$ cat src/rtl/snake_body_unit.sv
// rtl/snake_body_unit.sv - snake segment store, stepping, collision, scoring and display lookup
module snake_body_unit #(
  parameter int STEP_CYCLES = 12_500_000,
  parameter int GRID_W      = 40,
  parameter int GRID_H      = 30,
  parameter int MAX_LEN     = 16,
  parameter int INIT_LEN    = 3
) (
  input  logic        clk,
  input  logic        rst,
  input  logic        key0_right,
  input  logic        key1_left,
  input  logic        key2_down,
  input  logic        key3_up,
  input  logic [1:0]  game_status,
  input  logic [5:0]  food_x,
  input  logic [4:0]  food_y,
  input  logic [5:0]  query_x,
  input  logic [4:0]  query_y,
  output logic        hit_wall,
  output logic        hit_body,
  output logic        food_eaten,
  output logic [11:0] bcd_data,
  output logic [4:0]  snake_len,
  output logic [5:0]  head_x,
  output logic [4:0]  head_y,
  output logic        is_snake,
  output logic        is_head
);

  typedef enum logic [1:0] {DIR_RIGHT, DIR_LEFT, DIR_DOWN, DIR_UP} dir_t;

  localparam logic [1:0] GS_RESTART = 2'b00;
  localparam logic [1:0] GS_START   = 2'b01;
  localparam logic [1:0] GS_PLAY    = 2'b10;
  localparam int         CW         = (STEP_CYCLES > 1) ? $clog2(STEP_CYCLES) : 1;

  logic [5:0]    seg_x [MAX_LEN];
  logic [4:0]    seg_y [MAX_LEN];
  logic [4:0]    len_q;
  dir_t          dir_q;
  dir_t          pend_q;
  logic [CW-1:0] cnt_q;

  logic          step_now;
  dir_t          ref_dir;
  dir_t          key_dir;
  logic          key_ok;
  logic [5:0]    nx;
  logic [4:0]    ny;
  logic          wall_hit;
  logic          food_hit;
  logic          body_hit;
  logic          q_any;
  logic          q_head;

  // Saturating three-digit BCD increment.
  function automatic logic [11:0] bcd_inc(input logic [11:0] v);
    logic [11:0] r;
    r = v;
    if (v != 12'h999) begin
      if (v[3:0] != 4'd9) begin
        r[3:0] = v[3:0] + 4'd1;
      end else begin
        r[3:0] = 4'd0;
        if (v[7:4] != 4'd9) begin
          r[7:4] = v[7:4] + 4'd1;
        end else begin
          r[7:4]  = 4'd0;
          r[11:8] = v[11:8] + 4'd1;
        end
      end
    end
    return r;
  endfunction

  // Step decision: key filtering against the direction in force, next head, collisions.
  always_comb begin
    step_now = (game_status == GS_PLAY) && (cnt_q == CW'(STEP_CYCLES - 1));
    // On a step cycle the pending direction becomes committed, so keys are judged against it.
    ref_dir  = step_now ? pend_q : dir_q;
    key_dir  = DIR_RIGHT;
    key_ok   = 1'b0;
    if (!key3_up) begin
      key_dir = DIR_UP;
      key_ok  = (ref_dir != DIR_DOWN);
    end else if (!key2_down) begin
      key_dir = DIR_DOWN;
      key_ok  = (ref_dir != DIR_UP);
    end else if (!key1_left) begin
      key_dir = DIR_LEFT;
      key_ok  = (ref_dir != DIR_RIGHT);
    end else if (!key0_right) begin
      key_dir = DIR_RIGHT;
      key_ok  = (ref_dir != DIR_LEFT);
    end

    nx       = seg_x[0];
    ny       = seg_y[0];
    wall_hit = 1'b0;
    case (pend_q)
      DIR_RIGHT: begin wall_hit = (seg_x[0] == 6'(GRID_W - 1)); nx = seg_x[0] + 6'd1; end
      DIR_LEFT:  begin wall_hit = (seg_x[0] == 6'd0);           nx = seg_x[0] - 6'd1; end
      DIR_DOWN:  begin wall_hit = (seg_y[0] == 5'(GRID_H - 1)); ny = seg_y[0] + 5'd1; end
      default:   begin wall_hit = (seg_y[0] == 5'd0);           ny = seg_y[0] - 5'd1; end
    endcase
    food_hit = (nx == food_x) && (ny == food_y);

    // The tail vacates on a normal step, but stays put when the snake grows.
    body_hit = 1'b0;
    for (int i = 1; i < MAX_LEN; i++) begin
      if ((i < int'(len_q)) && (food_hit || (i < int'(len_q) - 1)) &&
          (seg_x[i] == nx) && (seg_y[i] == ny)) begin
        body_hit = 1'b1;
      end
    end
  end

  // Display lookup match against active segments.
  always_comb begin
    q_any  = 1'b0;
    q_head = (seg_x[0] == query_x) && (seg_y[0] == query_y);
    for (int i = 0; i < MAX_LEN; i++) begin
      if ((i < int'(len_q)) && (seg_x[i] == query_x) && (seg_y[i] == query_y)) begin
        q_any = 1'b1;
      end
    end
  end

  // Game state: init on reset/RESTART, direction latching, step timing, moves and scoring.
  always_ff @(posedge clk) begin
    food_eaten <= 1'b0;
    if (rst || (game_status == GS_RESTART)) begin
      for (int i = 0; i < MAX_LEN; i++) begin
        seg_x[i] <= 6'(20 - i);
        seg_y[i] <= 5'd15;
      end
      len_q    <= 5'(INIT_LEN);
      dir_q    <= DIR_RIGHT;
      pend_q   <= DIR_RIGHT;
      cnt_q    <= '0;
      hit_wall <= 1'b0;
      hit_body <= 1'b0;
      bcd_data <= 12'h000;
    end else if (game_status == GS_START) begin
      cnt_q <= '0;
      if (key_ok) pend_q <= key_dir;
    end else if (game_status == GS_PLAY) begin
      if (key_ok) pend_q <= key_dir;
      if (step_now) begin
        cnt_q <= '0;
        dir_q <= pend_q;
        if (wall_hit) begin
          hit_wall <= 1'b1;
        end else if (body_hit) begin
          hit_body <= 1'b1;
        end else begin
          for (int i = 1; i < MAX_LEN; i++) begin
            seg_x[i] <= seg_x[i-1];
            seg_y[i] <= seg_y[i-1];
          end
          seg_x[0] <= nx;
          seg_y[0] <= ny;
          if (food_hit) begin
            if (len_q != 5'(MAX_LEN)) len_q <= len_q + 5'd1;
            bcd_data   <= bcd_inc(bcd_data);
            food_eaten <= 1'b1;
          end
        end
      end else begin
        cnt_q <= cnt_q + CW'(1);
      end
    end
  end

  // Registered lookup result, one cycle behind the query.
  always_ff @(posedge clk) begin
    if (rst) begin
      is_snake <= 1'b0;
      is_head  <= 1'b0;
    end else begin
      is_snake <= q_any;
      is_head  <= q_head;
    end
  end

  assign snake_len = len_q;
  assign head_x    = seg_x[0];
  assign head_y    = seg_y[0];

endmodule

$ cat config.mk
export PLATFORM = sky130hd
export DESIGN_NAME = snake_body_unit
export DESIGN_NICKNAME = d
export VERILOG_FILES = /design/src/rtl/snake_body_unit.sv
export SDC_FILE = /design/constraint.sdc
export NUM_CORES = 1
export LEC_CHECK = 0
export BUFFER_PORTS_ARGS = -buffer_cell sky130_fd_sc_hd__buf_2
export CAP_MARGIN = 20
export CORE_AREA = 2 2 159 161
export DETAILED_ROUTE_END_ITERATION = 10
export DIE_AREA = 0 0 161 163
export PLACE_DENSITY_LB_ADDON = 0.3
export SYNTH_ARGS = -nofsm -noshare
export SYNTH_HDL_FRONTEND = slang
export SYNTH_SLANG_ARGS = --single-unit
$ cat constraint.sdc
create_clock -name clk -period 15.25 [get_ports clk]
set_input_delay 1.525 -clock clk [delete_from_list [all_inputs] [get_ports clk]]
set_output_delay 1.525 -clock clk [all_outputs]
set_load 0.02 [all_outputs]
==> metrics.txt, run 1 <==
status=finished, final reports clean; CP arrival=between 7 and 8 ns; post-route setup TNS=0 ns; Seq/Total Area, Yosys=0.335; #FFs+latches synth=~230; # rows=just under 60; Synthesis Warnings=0; PortBufs=between 60 and 70; maximum fanout along the worst path=between 80 and 90; postcts setup bufs=0; WL/cell=27.7 um; Crit. Startpoint=pend_q[1]; CP Launch Type=flop; initial antenna violation count=1; CTS resizes=0; Detail Route Antenna Nets=0; Post-Syn Nets=between 1,500 and 2,000; M1 WL=23,000 um; Num CTS Buffers=25; Avg Cell Area, Syn=9.08 um2; Final Cycle Share=0.450; CP max-delay cell=buf_4; Worst-Skew Late Latency=0.57 ns; Starting Density=0.680; clock root cell=clkbuf_16; clk sinks=~230; max-slew violations=0; WL met2=26,200 um; Worst Setup Path Type=flop to flop; highest metal used=met5; core area=approximately 25,000 um2; antenna diode instance count=0; hold slack=between 0.4 and 0.5 ns; Clk pin slew, worst setup/hold paths=around 0.060 ns; DR vias=around 15,000; Setup Skew=approximately 0.021 ns; Final setup viols=0; Slew headroom=0.220; post-layout minimum cycle time=roughly 7 ns; Post-synth EDFFs=110; P_leak=between 0.006 and 0.007 uW; Crit. End Element=flop; clk buf depth=3; DP HPWL=43,700 um; via/cell ratio=around 7.0; number of global-route vias before repair=approximately 14,000; Largest stage delay, worst path=slightly below 0.9 ns; share of the synthesized area in the top cell type=0.197; largest area contributor in the synthesized netlist=edfxtp_1; Power Density=94.1 nW/um2; Synth Cell Area=16,800 um2; worst flop-to-flop path startpoint=pend_q[1]; gr usage total=0.454; initial drt markers=between 2,000 and 2,500; Die ar.=26,200 um2; RSZ-0062 raised after global routing=false; met3 wire len=roughly 7700 um; chip height=163 um; Area contributors post-synth=edfxtp_1, dfxtp_1, xnor2_1, xor2_1, mux2i_1; die span in x=about 160 um; first-pass GRT wire length=about 90,000 um; DR DRC count=0; final wirelength=between 60,000 and 70,000 um; Max Freq=about 150 MHz; Final nets=~1,900; Main synth FF type=dfxtp_1; hold_buf cts=0; Area Growth Syn to Fin=7.08%; CTS H-tree lvls=1; Hold Vio Cnt, Final=0; GPL Wtd Cong=1.10; Finished Core Util=0.728; I/O pins=63; min-delay src=hit_wall; CTS tree=built; Max Cap Viol=0; Initial DRT Pass Iterations=6; grt ovf=0; worst slew pin tran=around 1.2 ns; share of layout cells above drive strength 1=0.103; pin count of the biggest net entering global routing=between 100 and 150; Syn Inst Count=about 1,800; peak supply drop=between 0.1 and 0.15 mV; FFs w/ async S/R, synth=0; WP data required=roughly 15 ns; HP Class=flop to flop; synth unique cells=between 100 and 150; worst path cell trace=buf_4 > nand2b_1 > xnor2_1 > ha_1 > nor4bb_2 > a22o_2 > xnor2_2 > xnor2_1 > or3_1 > nor4_1 > a32o_1 > a2111o_1 > a2111oi_2 > or2b_1 > nand2_4 > buf_4
critical path, delay by kind of cell, from the launching register on:
kind	cells	cell delay, ns
AO/OA/AOI/OAI	4	1.46
XOR/XNOR	3	1.19
adder cells (fa/ha/maj)	1	0.24
buffers and inverters	2	1.33
flip-flops	1	0.65
AND/OR/NAND/NOR	6	1.47
flip-flops by register name, summed over array words and instances, names as in the netlist:
name	cells
hit_body	1
food_eaten	1
dir_q	2
seg_y	80
seg_x	96
is_snake	1
hit_wall	1
cnt_q	24
snake_len	5
is_head	1
pend_q	2
bcd_data	12
synthesized netlist by cell type, types with 49 or more instances:
| cell | number |
|---|---|
| nand2_1 | 126 |
| edfxtp_1 | 110 |
| nand2b_1 | 67 |
| nand3_1 | 53 |
| nand4_1 | 49 |
| a21oi_1 | 57 |
| dfxtp_1 | 116 |
| nor3_1 | 63 |
| nor2_1 | 117 |
| mux2i_1 | 72 |
| clkbuf_1 | 62 |
| xor2_1 | 166 |
| xnor2_1 | 218 |
layout by cell type, fill, tap and decap left out, types with 11 or more instances in the layout:
master / n
nand3_1: 53
nand2b_1: 67
o211ai_1: 13
and3_1: 19
and2_1: 42
o21a_1: 11
dfxtp_1: 115
mux2i_1: 72
or3_1: 24
buf_2: 62
edfxtp_1: 110
o21ai_0: 42
nand4_1: 49
nor4_1: 35
a31oi_1: 23
buf_4: 28
nor2_1: 116
xnor2_1: 218
or4_1: 13
xor2_1: 166
a21oi_1: 57
clkbuf_16: 28
or2_2: 11
o2111ai_1: 11
ha_1: 15
nor3_1: 63
inv_1: 42
nand2_1: 125
a2111oi_0: 12
where the power goes:
part | switching [uW] | internal, uW | total (uW)
clock network | 272 | 379 | 651
logic | 213 | 125 | 338
registers | 43.5 | 657 | 701
total | 528 | 1160 | 1690
metal layers:
metal,track usage,up-vias
li1,-,6548
met2,0.704,1233
met4,0.194,2
met3,0.107,262
met1,0.612,7176
met5,0,-
worst paths after layout:
check | slack [ns] | to | depth (start not counted)
setup / recovery | 8.39 | seg_x[8][1] | 16
hold reg to reg | 0.47 | hit_wall | 2
hold / removal | 0.47 | hit_wall | 2
setup reg to reg | 8.39 | seg_x[8][1] | 16
metrics by stage:
stage | power, uW | instances | worst slack, ns | area (um2)
after floorplan | 937 | 1847 | 8.41 | 16800
after global placement | 1030 | 2136 | 8.72 | 17100
after detailed placement | 1030 | 2136 | 8.57 | 17100
after CTS | 1670 | 2182 | 8.56 | 18000
after global routing | 1720 | 2182 | 8.02 | 18000
final | 1690 | 2182 | 8.39 | 18000
final cells by class:
type	count	area (um2)
timing repair buffer	90	520
tap	330	413
sequential	226	5630
multi-input combinational	1446	10400
clock buffer	33	739
fill	1767	6710
clock inverter	13	140
inverter	44	165
logic make-up (layout without fill, tap and decap cells):
group           Yosys count  in the layout  share of synthesized area
simple gates            684            684                      0.222
xor+xnor                398            398                      0.218
compound gates          269            269                      0.115
flops                   226            226                      0.335
buf+inv                 175            180                     0.0487
mux                      79             79                     0.0485
fa+ha+maj                16             16                     0.0124
No activity file was read; power rests on OpenSTA's default activity.
==> inputs of run 2 (changes only) <==
- CORE_AREA: 2 2 159 161 -> 2 2 174 176
- DIE_AREA: 0 0 161 163 -> 0 0 176 178
- clock period: 15.25 -> 6.1 ns (I/O delays scaled with it)
==> metrics.txt, run 2 (same netlist as run 1, synthesis figures left out) <==
Crit. End Element=flop; Num CTS Buffers=26 (+4.0%); min-delay src=rst; I/O pins=63 (unchanged); status=finished, final reports clean; Initial DRT Pass Iterations=5 (-1); first-pass GRT wire length=89,300 um (-0.38%); number of global-route vias before repair=13,900 (-2.3%); Largest stage delay, worst path=0.92 ns (+0.03 ns); CP Launch Type=flop; CP arrival=5.94 ns (-1.11 ns); Final Cycle Share=0.944 (+0.494); DR DRC count=0 (unchanged); Seq pwr share=0.409 (-0.006); GPL Wtd Cong=1.09 (-0.95%); peak supply drop=0.250 mV (+150%); CP top delay family=simple AND/OR/NAND/NOR gates; Starting Density=0.570 (-0.109); Worst-Skew Late Latency=0.57 ns (about the same); commonest non-fill, non-tap cells in the layout=xnor2_1, xor2_1, nand2_1, nor2_1, dfxtp_1; Comb pwr share=0.206 (+0.006); Clk pin slew, worst setup/hold paths=0.06 ns (about the same); Max Cap Viol=0 (unchanged); CP max-delay cell=a2111oi_0; Final nets=1,898 (+1.0%); Power Density=234 nW/um2 (+150%); WL/cell=26.5 um (-4.2%); Max Freq=174 MHz (+19%); Hold Vio Cnt, Final=0 (unchanged); grt ovf=0 (unchanged); Detail Route Antenna Nets=0 (unchanged); reg2reg path depth=15 (-1); Clock Power Share=0.386 (about the same); # rows=63 (+8.6%); DR vias=14,800 (-2.6%); Final setup viols=0 (unchanged); clk sinks=226 (unchanged); max reg flops=96 (unchanged); Switching Share=0.310 (-0.00297); commonest non-fill, non-tap cell in the layout=xnor2_1; Setup Skew=0.0176 ns (-0.00332 ns); Psw=1320 uW (+150%); initial drt markers=2,277 (-7.3%); share of layout cells above drive strength 1=0.109 (+0.00584); chip height=178 um (+9.2%); gr usage total=0.383 (-0.0718); worst hold endpoint=is_head; HP Class=input port to flop; via/cell ratio=6.56 (-6.0%); CTS H-tree lvls=1 (unchanged); clock root cell=clkbuf_16; CP most frequent cell=nand2_1; Hold Path Depth=2 (unchanged); hold_buf cts=0 (unchanged); Placed Area=17,300 um2 (+1.4%); Critical R2R Capture=seg_x[0][2]; Int Power=2950 uW (+150%); RSZ-0062 raised after global routing=false; Largest Register=seg_x; WP data required=6.28 ns (-9.16 ns); initial antenna violation count=0 (-1); biggest regs=seg_x: 96 flops, seg_y: 80 flops, cnt_q: 24 flops; CTS resizes=0 (unchanged); PortBufs=62 (unchanged); clk buf depth=3 (unchanged); worst reg2reg setup slack=0.34 ns (-8.05 ns); antenna diode instance count=0 (unchanged); Slew headroom=0.278 (+0.0578); Die ar.=31,300 um2 (+19%); DP HPWL=44,600 um (+2.1%); die span in x=176 um (+9.3%); Worst Setup Path Type=flop to flop; worst flop-to-flop path startpoint=pend_q[0]; worst path cell trace=nand2b_1 > inv_1 > fa_1 > nand2_1 > nand2_1 > xnor2_1 > nor4_1 > nand3_1 > a2111oi_0 > a32o_1 > a2111o_1 > a2111oi_2 > or2b_1 > nand2_4 > buf_12; P_leak=0.00628 uW (+1.7%); CTS tree=built; postcts setup bufs=0 (unchanged); post-layout minimum cycle time=5.76 ns (-1.10 ns); final wirelength=60,000 um (-0.68%); post-route setup TNS=0 ns (unchanged); Design Area, Final=18,200 um2 (+1.5%); maximum fanout along the worst path=110 (+29%); worst slew pin tran=1.06 ns (-0.0993 ns); core area=29,400 um2 (+19%); Area Growth Syn to Fin=8.66%; WP buf/inv=2 (unchanged); max-slew violations=0 (unchanged); pin count of the biggest net entering global routing=111 (+9.9%)
## run 2: routing by layer
metal | part of all wire | up-vias | GRT usage
met1 | 0.41 | 7111 | 0.525
li1 | - | 6584 | -
met4 | 0.054 | 0 | 0.178
met2 | 0.43 | 935 | 0.574
met3 | 0.11 | 200 | 0.0863
met5 | 0 | - | 0
## run 2: worst max path at each step
stage,start,end,slack (ns),depth (start not counted)
floorplan,seg_x[0][1],seg_x[0][0],0.39,17
global placement,pend_q[0],seg_y[0][32],0.57,15
detailed placement,pend_q[0],seg_y[0][15],0.41,15
CTS,pend_q[0],seg_y[0][37],0.40,15
global route,pend_q[0],seg_y[1][3],0.18,16
finish,pend_q[0],seg_x[0][2],0.34,15
## run 2: per-stage QoR
step	cells	total power [uW]	util	setup WS, ns	hold WS (ns)
final	2262	4270	0.620	0.340	0.403
after detailed placement	2213	2610	0.589	0.408	0.469
after global placement	2213	2600	0.589	0.575	0.449
after global routing	2262	4390	0.620	0.178	0.386
after CTS	2261	4250	0.619	0.398	0.377
after floorplan	1847	2340	-	0.389	0.454
## run 2: worst register-to-register path: stages, from the launching register on
cell	delay, ns
dfxtp_1	0.66
nand2b_1	0.27
inv_1	0.09
fa_1	0.84
nand2_1	0.14
nand2_1	0.20
xnor2_1	0.09
nor4_1	0.74
nand3_1	0.15
a2111oi_0	0.92
a32o_1	0.30
a2111o_1	0.15
a2111oi_2	0.06
or2b_1	0.26
nand2_4	0.07
buf_12	0.23
## run 2: layout make-up
type / instances / area [um2]
multi-input combinational: 1446 / 10400
timing repair buffer: 108 / 698
inverter: 44 / 165
tap: 390 / 488
sequential: 226 / 5630
clock buffer: 36 / 698
clock inverter: 12 / 186
fill: 2540 / 11200
## run 2: power groups by stage
stage                     Sequential, uW  Combinational [uW]  Clock, uW
after floorplan                     1730                 615          0
after global placement              1770                 834          0
after detailed placement            1770                 845          0
after CTS                           1740                 850       1660
after global routing                1740                 922       1730
final                               1740                 878       1650
